==> src/rtl/pakout_arb2.sv <==
// Two-input round-robin arbiter sharing one 4-phase packet channel.
// One packet is captured per grant, then replayed downstream with a full handshake.
`ifndef NS_ADDRESS_SIZE
`define NS_ADDRESS_SIZE 8
`endif
`ifndef NS_DATA_SIZE
`define NS_DATA_SIZE 8
`endif
`ifndef NS_REDUN_SIZE
`define NS_REDUN_SIZE 4
`endif

module pakout_arb2_lane (
  input  logic clk_i,
  input  logic rst_ni,
  input  logic set_i,
  input  logic clr_i,
  output logic ack_o
);
  logic ack_q;

  always_ff @(posedge clk_i or negedge rst_ni) begin
    if (!rst_ni)    ack_q <= 1'b0;
    else if (set_i) ack_q <= 1'b1;
    else if (clr_i) ack_q <= 1'b0;
  end

  assign ack_o = ack_q;
endmodule

module pakout_arb2 #(
  parameter int ASZ = `NS_ADDRESS_SIZE,
  parameter int DSZ = `NS_DATA_SIZE,
  parameter int RSZ = `NS_REDUN_SIZE
) (
  input  logic           i_clk,
  input  logic           i_rst_n,
  input  logic [ASZ-1:0] i0_src,
  input  logic [ASZ-1:0] i0_dst,
  input  logic [DSZ-1:0] i0_dat,
  input  logic [RSZ-1:0] i0_red,
  input  logic           i0_req,
  output logic           i0_ack,
  input  logic [ASZ-1:0] i1_src,
  input  logic [ASZ-1:0] i1_dst,
  input  logic [DSZ-1:0] i1_dat,
  input  logic [RSZ-1:0] i1_red,
  input  logic           i1_req,
  output logic           i1_ack,
  output logic [ASZ-1:0] o0_src,
  output logic [ASZ-1:0] o0_dst,
  output logic [DSZ-1:0] o0_dat,
  output logic [RSZ-1:0] o0_red,
  output logic           o0_req,
  input  logic           o0_ack,
  output logic           o_busy,
  output logic           o_grant
);
  localparam int NUM_LANES = 2;

  typedef struct packed {
    logic [ASZ-1:0] src;
    logic [ASZ-1:0] dst;
    logic [DSZ-1:0] dat;
    logic [RSZ-1:0] red;
  } pkt_t;

  typedef enum logic [2:0] {IDLE, CAPT, OWAIT, OREQ, OREL} state_t;

  state_t                state_q, state_d;
  pkt_t                  pkt_q, pkt_d;
  pkt_t [NUM_LANES-1:0]  in_pkt;
  logic [NUM_LANES-1:0]  req, ack, ack_set, ack_clr;
  logic                  grant_q, grant_d;
  logic                  oreq_q, oreq_d;
  logic                  busy_q, busy_d;
  logic                  gnt;

  assign in_pkt[0] = {i0_src, i0_dst, i0_dat, i0_red};
  assign in_pkt[1] = {i1_src, i1_dst, i1_dat, i1_red};
  assign req       = {i1_req, i0_req};

  always_comb begin
    state_d = state_q;
    pkt_d   = pkt_q;
    grant_d = grant_q;
    oreq_d  = oreq_q;
    ack_set = '0;
    ack_clr = '0;
    gnt     = grant_q;
    case (state_q)
      IDLE: if (|req) begin
        // On contention the input not served last wins.
        gnt          = (&req) ? ~grant_q : req[1];
        grant_d      = gnt;
        pkt_d        = in_pkt[gnt];
        ack_set[gnt] = 1'b1;
        state_d      = CAPT;
      end
      CAPT: if (!req[grant_q]) begin
        ack_clr[grant_q] = 1'b1;
        if (!o0_ack) begin
          oreq_d  = 1'b1;
          state_d = OREQ;
        end else begin
          state_d = OWAIT;
        end
      end
      OWAIT: if (!o0_ack) begin
        oreq_d  = 1'b1;
        state_d = OREQ;
      end
      OREQ: if (o0_ack) begin
        oreq_d  = 1'b0;
        state_d = OREL;
      end
      OREL: if (!o0_ack) state_d = IDLE;
      default: state_d = IDLE;
    endcase
    busy_d = (state_d != IDLE);
  end

  always_ff @(posedge i_clk or negedge i_rst_n) begin
    if (!i_rst_n) begin
      state_q <= IDLE;
      pkt_q   <= '0;
      grant_q <= 1'b1;
      oreq_q  <= 1'b0;
      busy_q  <= 1'b0;
    end else begin
      state_q <= state_d;
      pkt_q   <= pkt_d;
      grant_q <= grant_d;
      oreq_q  <= oreq_d;
      busy_q  <= busy_d;
    end
  end

  for (genvar l = 0; l < NUM_LANES; l++) begin : g_lane
    pakout_arb2_lane u_lane (
      .clk_i  (i_clk),
      .rst_ni (i_rst_n),
      .set_i  (ack_set[l]),
      .clr_i  (ack_clr[l]),
      .ack_o  (ack[l])
    );
  end

  assign i0_ack  = ack[0];
  assign i1_ack  = ack[1];
  assign o0_src  = pkt_q.src;
  assign o0_dst  = pkt_q.dst;
  assign o0_dat  = pkt_q.dat;
  assign o0_red  = pkt_q.red;
  assign o0_req  = oreq_q;
  assign o_busy  = busy_q;
  assign o_grant = grant_q;
endmodule

==> config.mk <==
export PLATFORM = sky130hd
export DESIGN_NAME = pakout_arb2
export DESIGN_NICKNAME = d
export VERILOG_FILES = /design/src/rtl/pakout_arb2.sv
export SDC_FILE = /design/constraint.sdc
export NUM_CORES = 1
export LEC_CHECK = 0
export BUFFER_PORTS_ARGS = -buffer_cell sky130_fd_sc_hd__buf_2
export CAP_MARGIN = 15
export CORE_MARGIN = 8
export CORE_UTILIZATION = 47
export DETAILED_ROUTE_END_ITERATION = 6
export PLACE_DENSITY = 0.82
export SLEW_MARGIN = 20
export SYNTH_ARGS = -nofsm -noshare
export SYNTH_HDL_FRONTEND = slang
export SYNTH_HIERARCHICAL = 1
export SYNTH_SLANG_ARGS = --single-unit
export TNS_END_PERCENT = 100
==> constraint.sdc <==
create_clock -name i_clk -period 4.7 [get_ports i_clk]
set_input_delay 0.47 -clock i_clk [delete_from_list [all_inputs] [get_ports i_clk]]
set_output_delay 0.47 -clock i_clk [all_outputs]
set_load 0.005 [all_outputs]
## Yosys cells after proc, flatten, opt, wreduce, memory -nomap -nowiden

Cells that the tools add are included.

- Add/subtract/negate cells: 0
- Multipliers: 0
- Divide/modulo/power cells: 0
- Magnitude comparators: 4
- Equality and inequality tests: 6
- Shifts and indexed selects: 0
- Mux-type cells: 28
- Bitwise gates (word level): 1
- Reductions and logical operators: 11

Operator list:

| kind | number |
|---|---|
| 2-to-1 mux 28 bit | 2 |
| 2-to-1 mux 3 bit | 5 |
| one-hot mux 3 bit (5 select lines) | 1 |
| 2-to-1 mux 1 bit | 13 |
| 2-to-1 mux 2 bit | 4 |
| equality test 3 x 2 -> 1 bit (second input constant) | 2 |
| nonzero test 3 bit | 2 |
| less-than comparator 1 x 2 -> 1 bit (second input constant) | 2 |
| != test 2 bit (second input constant) | 2 |
| AND reduction 2 bit | 2 |
| nonzero test 2 bit | 2 |
| equality test 3 x 1 -> 1 bit (second input constant) | 1 |
| equality test 3 bit (second input constant) | 1 |
| logical NOT 3 bit | 1 |
| one-hot mux 1 bit (3 select lines) | 1 |
| AND reduction 3 bit | 1 |
| demux 1 bit (select 1 bit) | 2 |
| greater-or-equal comparator 1 bit (second input constant) | 2 |
| logical AND 1 bit | 2 |
| OR reduction 2 bit | 1 |
| inverter 1 bit | 1 |

- Bits in registers: 36
- Latch bits: 0
- Memory bits (writable): 0
- ROM bits: 0
- Input port bits: 61
- Output and inout port bits: 33
- Word-level logic and storage cells: 60
- Memories: 0

## Depth between registers and ports, before layout

- Word-level depth: 9
- Depth in mapped cells: 7
- Depth with buffers taken out: 5

## Modules after synthesis

The synthesis kept the hierarchy.

By module, submodules not included:

| module | instances | cells an instance | area each (um^2) | sequential area each (um^2) |
|---|---|---|---|---|
| pakout_arb2 | 1 | 136 | 1641.6 | 852.1 |
| pakout_arb2_lane | 2 | 3 | 36.3 | 25.0 |

## Worst setup path after synthesis

No wires, ideal clock.

- Kind: register -> register
- Start point: reg state_q[2]
- End point: reg pkt_q (netlist bit o0_dat[4])
- Library setup time: 123 ps
- Arrival time: 1798 ps
- Required time: 4577 ps
- Setup slack: 2779 ps
- Cell stages (with the launch flop): 8
- Path buffers: 4
- Period minus slack after synthesis: 1921 ps
- Path through: dfrtp_1 -> buf_6 -> or3_4 -> buf_6 -> or3_1 -> buf_6 -> buf_8 -> o221a_1

- Word-level cells in the longest chain between the ends: 2

Ends and longest elaborated chain:

| element | RTL line | source |
|---|---|---|
| start: declaration | 70 | `state_t state_q, state_d;` |
| start signal: assignment | 131 | `state_q <= state_d;` |
| logical NOT 3 bit | 91 | `case (state_q)` |
| AND reduction 2 bit (no line) | - |  |
| end signal: assignment | 132 | `pkt_q <= pkt_d;` |
| end: declaration | 71 | `pkt_t pkt_q, pkt_d;` |

No other way between the ends.
A chain may end at the register's enable or synchronous reset.

## Final worst setup path

- Start point: reg state_q[1]
- End point: reg pkt_q (netlist bit o0_dat[1])

The elaborated chain is that of the path after synthesis.

==> run metrics <==
P_int 851 uW; Final GP Congestion 0.745; Worst-Skew Late Latency 0.33 ns; total routed wirelength 4.69 mm; IO Count 94; Clock power frac 11.7%; Die X 76.4 microns; Die Area approximately 6000 sq um; Vias between 1500 and 2000; Critical Path Start Type flop; Post-CTS Resized 0; part of the cycle the worst path needs approximately half; DR vias/cell 5.48; status finished clean; Gate power share 44.8%; Distinct cells, synth 29; deepest level of the CTS H-tree 2; worst r2r path cells 3; Fin. Hold Viols 0; clk buf depth 2; Power Dens Cells 598 nW/um^2; synth warn 6; CTS Sinks 36; vias in the first global route 1658; Num CTS Buffers 5; CP Class flop to flop; Initial DRC Count 116; initial antenna violation count 0; post-synth top area share 51.1%; Async SR Flop Fraction 100%; count leader, synth dfrtp_1; measured slew at the worst slew-check pin 0.852 ns; Max-cap violations 0; n_diodes 0; FMAX 435 MHz; Layout Nets around 290; flops & latches, synth 36; Post-synth EDFFs 0; number of cells produced by synthesis around 140; grt ovf 0; Final TNS setup 0 ns; Syn Nets 203; leak pwr a little over 0.001 uW; Worst R2R Setup Slack ~2.4 ns; Seq/Total Area, Yosys about 53%; largest net degree at the start of global routing 37; Syn Area/Cell 12.1 sq um; Post-synth top cells 35 x dfrtp_1, 20 x o221a_1, 20 x or3_1, 6 x or3_2; crit path time final 2.30 ns; Relative slew margins a little over two fifths; RR Endpoint o0_dat[1]$_DFFE_PN0P_; unrepaired setup endpoints after global routing false; antenna viol nets, final 0; Hold Path Class primary input to asynchronous set/reset pin; hold buffer count at cts 0; Post-Syn Area 1710 sq um; synthesis-to-layout area growth 28.3%; routed len/inst 16.8 microns; Final Max Tran Viols 0; post-CTS setup buffers 0; WP data arrival 2.51 ns; Seq pwr share a little over two fifths; CTS clk-pin slew, worst paths ~0.12 ns; required time worst endpoint slightly below 5 ns; net switching power around 460 uW; gr usage total around 16%; Starting Density 47.9%; CTS tree done; First-pass DRT Iterations 4; Main synth FF type dfrtp_1; first-pass GRT wire length 8.05 mm; total power approximately 1300 uW; fraction of layout cells with a size suffix above 1 roughly half; Final HPWL DP 3.54 mm; crit end category flop; row count 22; R2R Path Start state_q[1]$_DFF_PN0_; VDD IR max 0.000293 V; Net Sw Frac 35.3%; die height ~76 microns; DRC 0; CTS root buffer clkbuf_4; worst clock skew about 0.016 ns; Core Area roughly 3600 sq um; top cells by area, synth dfrtp_1 51%, o221a_1 13%, or3_1 7.3%; Synth area leader dfrtp_1; Max Fanout on Critical Path 27; setup violators final 0; # port buffers between 90 and 100
==> cell type report <==
cell class              instances  area [sq um]
clock buffers                   7          45.0
multi-input cells              88           696
well taps                      48          60.1
clock inverters                 1          5.00
inverters                       5          18.8
flip-flops and latches         36           902
repair buffers                 94           473
fillers                       332          1380
==> critical path, cell delays in order, from the launching register on <==
cell and delay, ns:
dfrtp_1 0.50, or3_4 0.54, or3_1 0.75, o221a_2 0.40
==> cell usage in the layout, fill, tap and decap left out, types with 2 or more instances in the layout <==
cell type	Yosys	routed
buf_2	3	93
dfrtp_1	35	35
or3_1	20	20
o221a_1	20	20
or3_2	6	6
inv_1	5	5
a21oi_1	5	5
clkbuf_4	0	5
nor2_1	4	4
and3_1	4	4
a221o_1	4	4
o221a_2	4	4
o21ai_0	3	3
a21o_1	3	3
nand3b_1	2	2
nand2_1	2	2
nor3_1	2	2
clkbuf_1	5	2
==> worst max path at each step <==
stage / start / to / depth (start not counted)
floorplan: state_q[2]$_DFF_PN0_ / o0_dat[4]$_DFFE_PN0P_ / 7
global placement: i1_req / o0_red[3]$_DFFE_PN0P_ / 5
detailed placement: i1_req / o0_dst[7]$_DFFE_PN0P_ / 5
CTS: state_q[1]$_DFF_PN0_ / o0_dat[1]$_DFFE_PN0P_ / 3
global route: state_q[1]$_DFF_PN0_ / o0_dst[7]$_DFFE_PN0P_ / 4
finish: state_q[1]$_DFF_PN0_ / o0_dat[1]$_DFFE_PN0P_ / 3
==> flip-flops by register name, summed over array words and instances, names as in the netlist <==
signal / count
o0_src: 8
o_grant: 1
o0_dst: 8
o0_req: 1
state_q: 3
o_busy: 1
o0_red: 4
o0_dat: 8
g_lane.u_lane/ack_o: 2
==> power groups by stage <==
stage	combinational [uW]	clock (uW)	sequential, uW
floorplan	398	0	562
global route	657	177	592
global placement	584	0	575
detailed placement	602	0	576
finish	589	154	572
CTS	602	160	571
==> logic make-up after synthesis <==
family / Yosys count / synth area share (%)
AO/OA/AOI/OAI: 44 / 24.4
AND/OR/NAND/NOR: 43 / 15.6
flip-flops: 36 / 52.6
buffers and inverters: 18 / 6.79
multiplexers: 1 / 0.584
==> metrics by stage <==
| stage | hold slack, ns | worst slack (ns) | cell area, sq um | util (%) | instances |
|---|---|---|---|---|---|
| 2_1_floorplan | 0.174 | 2.78 | 1710 | - | 142 |
| 3_3_place_gp | 0.463 | 2.36 | 2150 | 60.1 | 271 |
| 3_5_place_dp | 0.468 | 2.30 | 2150 | 60.1 | 271 |
| 4_1_cts | 0.220 | 2.38 | 2200 | 61.5 | 279 |
| 5_1_grt | 0.254 | 2.22 | 2200 | 61.5 | 279 |
| 6_report | 0.202 | 2.40 | 2200 | 61.5 | 279 |
==> metal layers <==
layer,GRT usage (%),vias up,part of all wire [%]
li1,-,731,-
met1,22.1,728,47
met2,24.4,68,45
met3,5.19,2,8.1
met4,4.62,0,0.26
met5,0,-,0
Power figures use the tool's default switching activity.
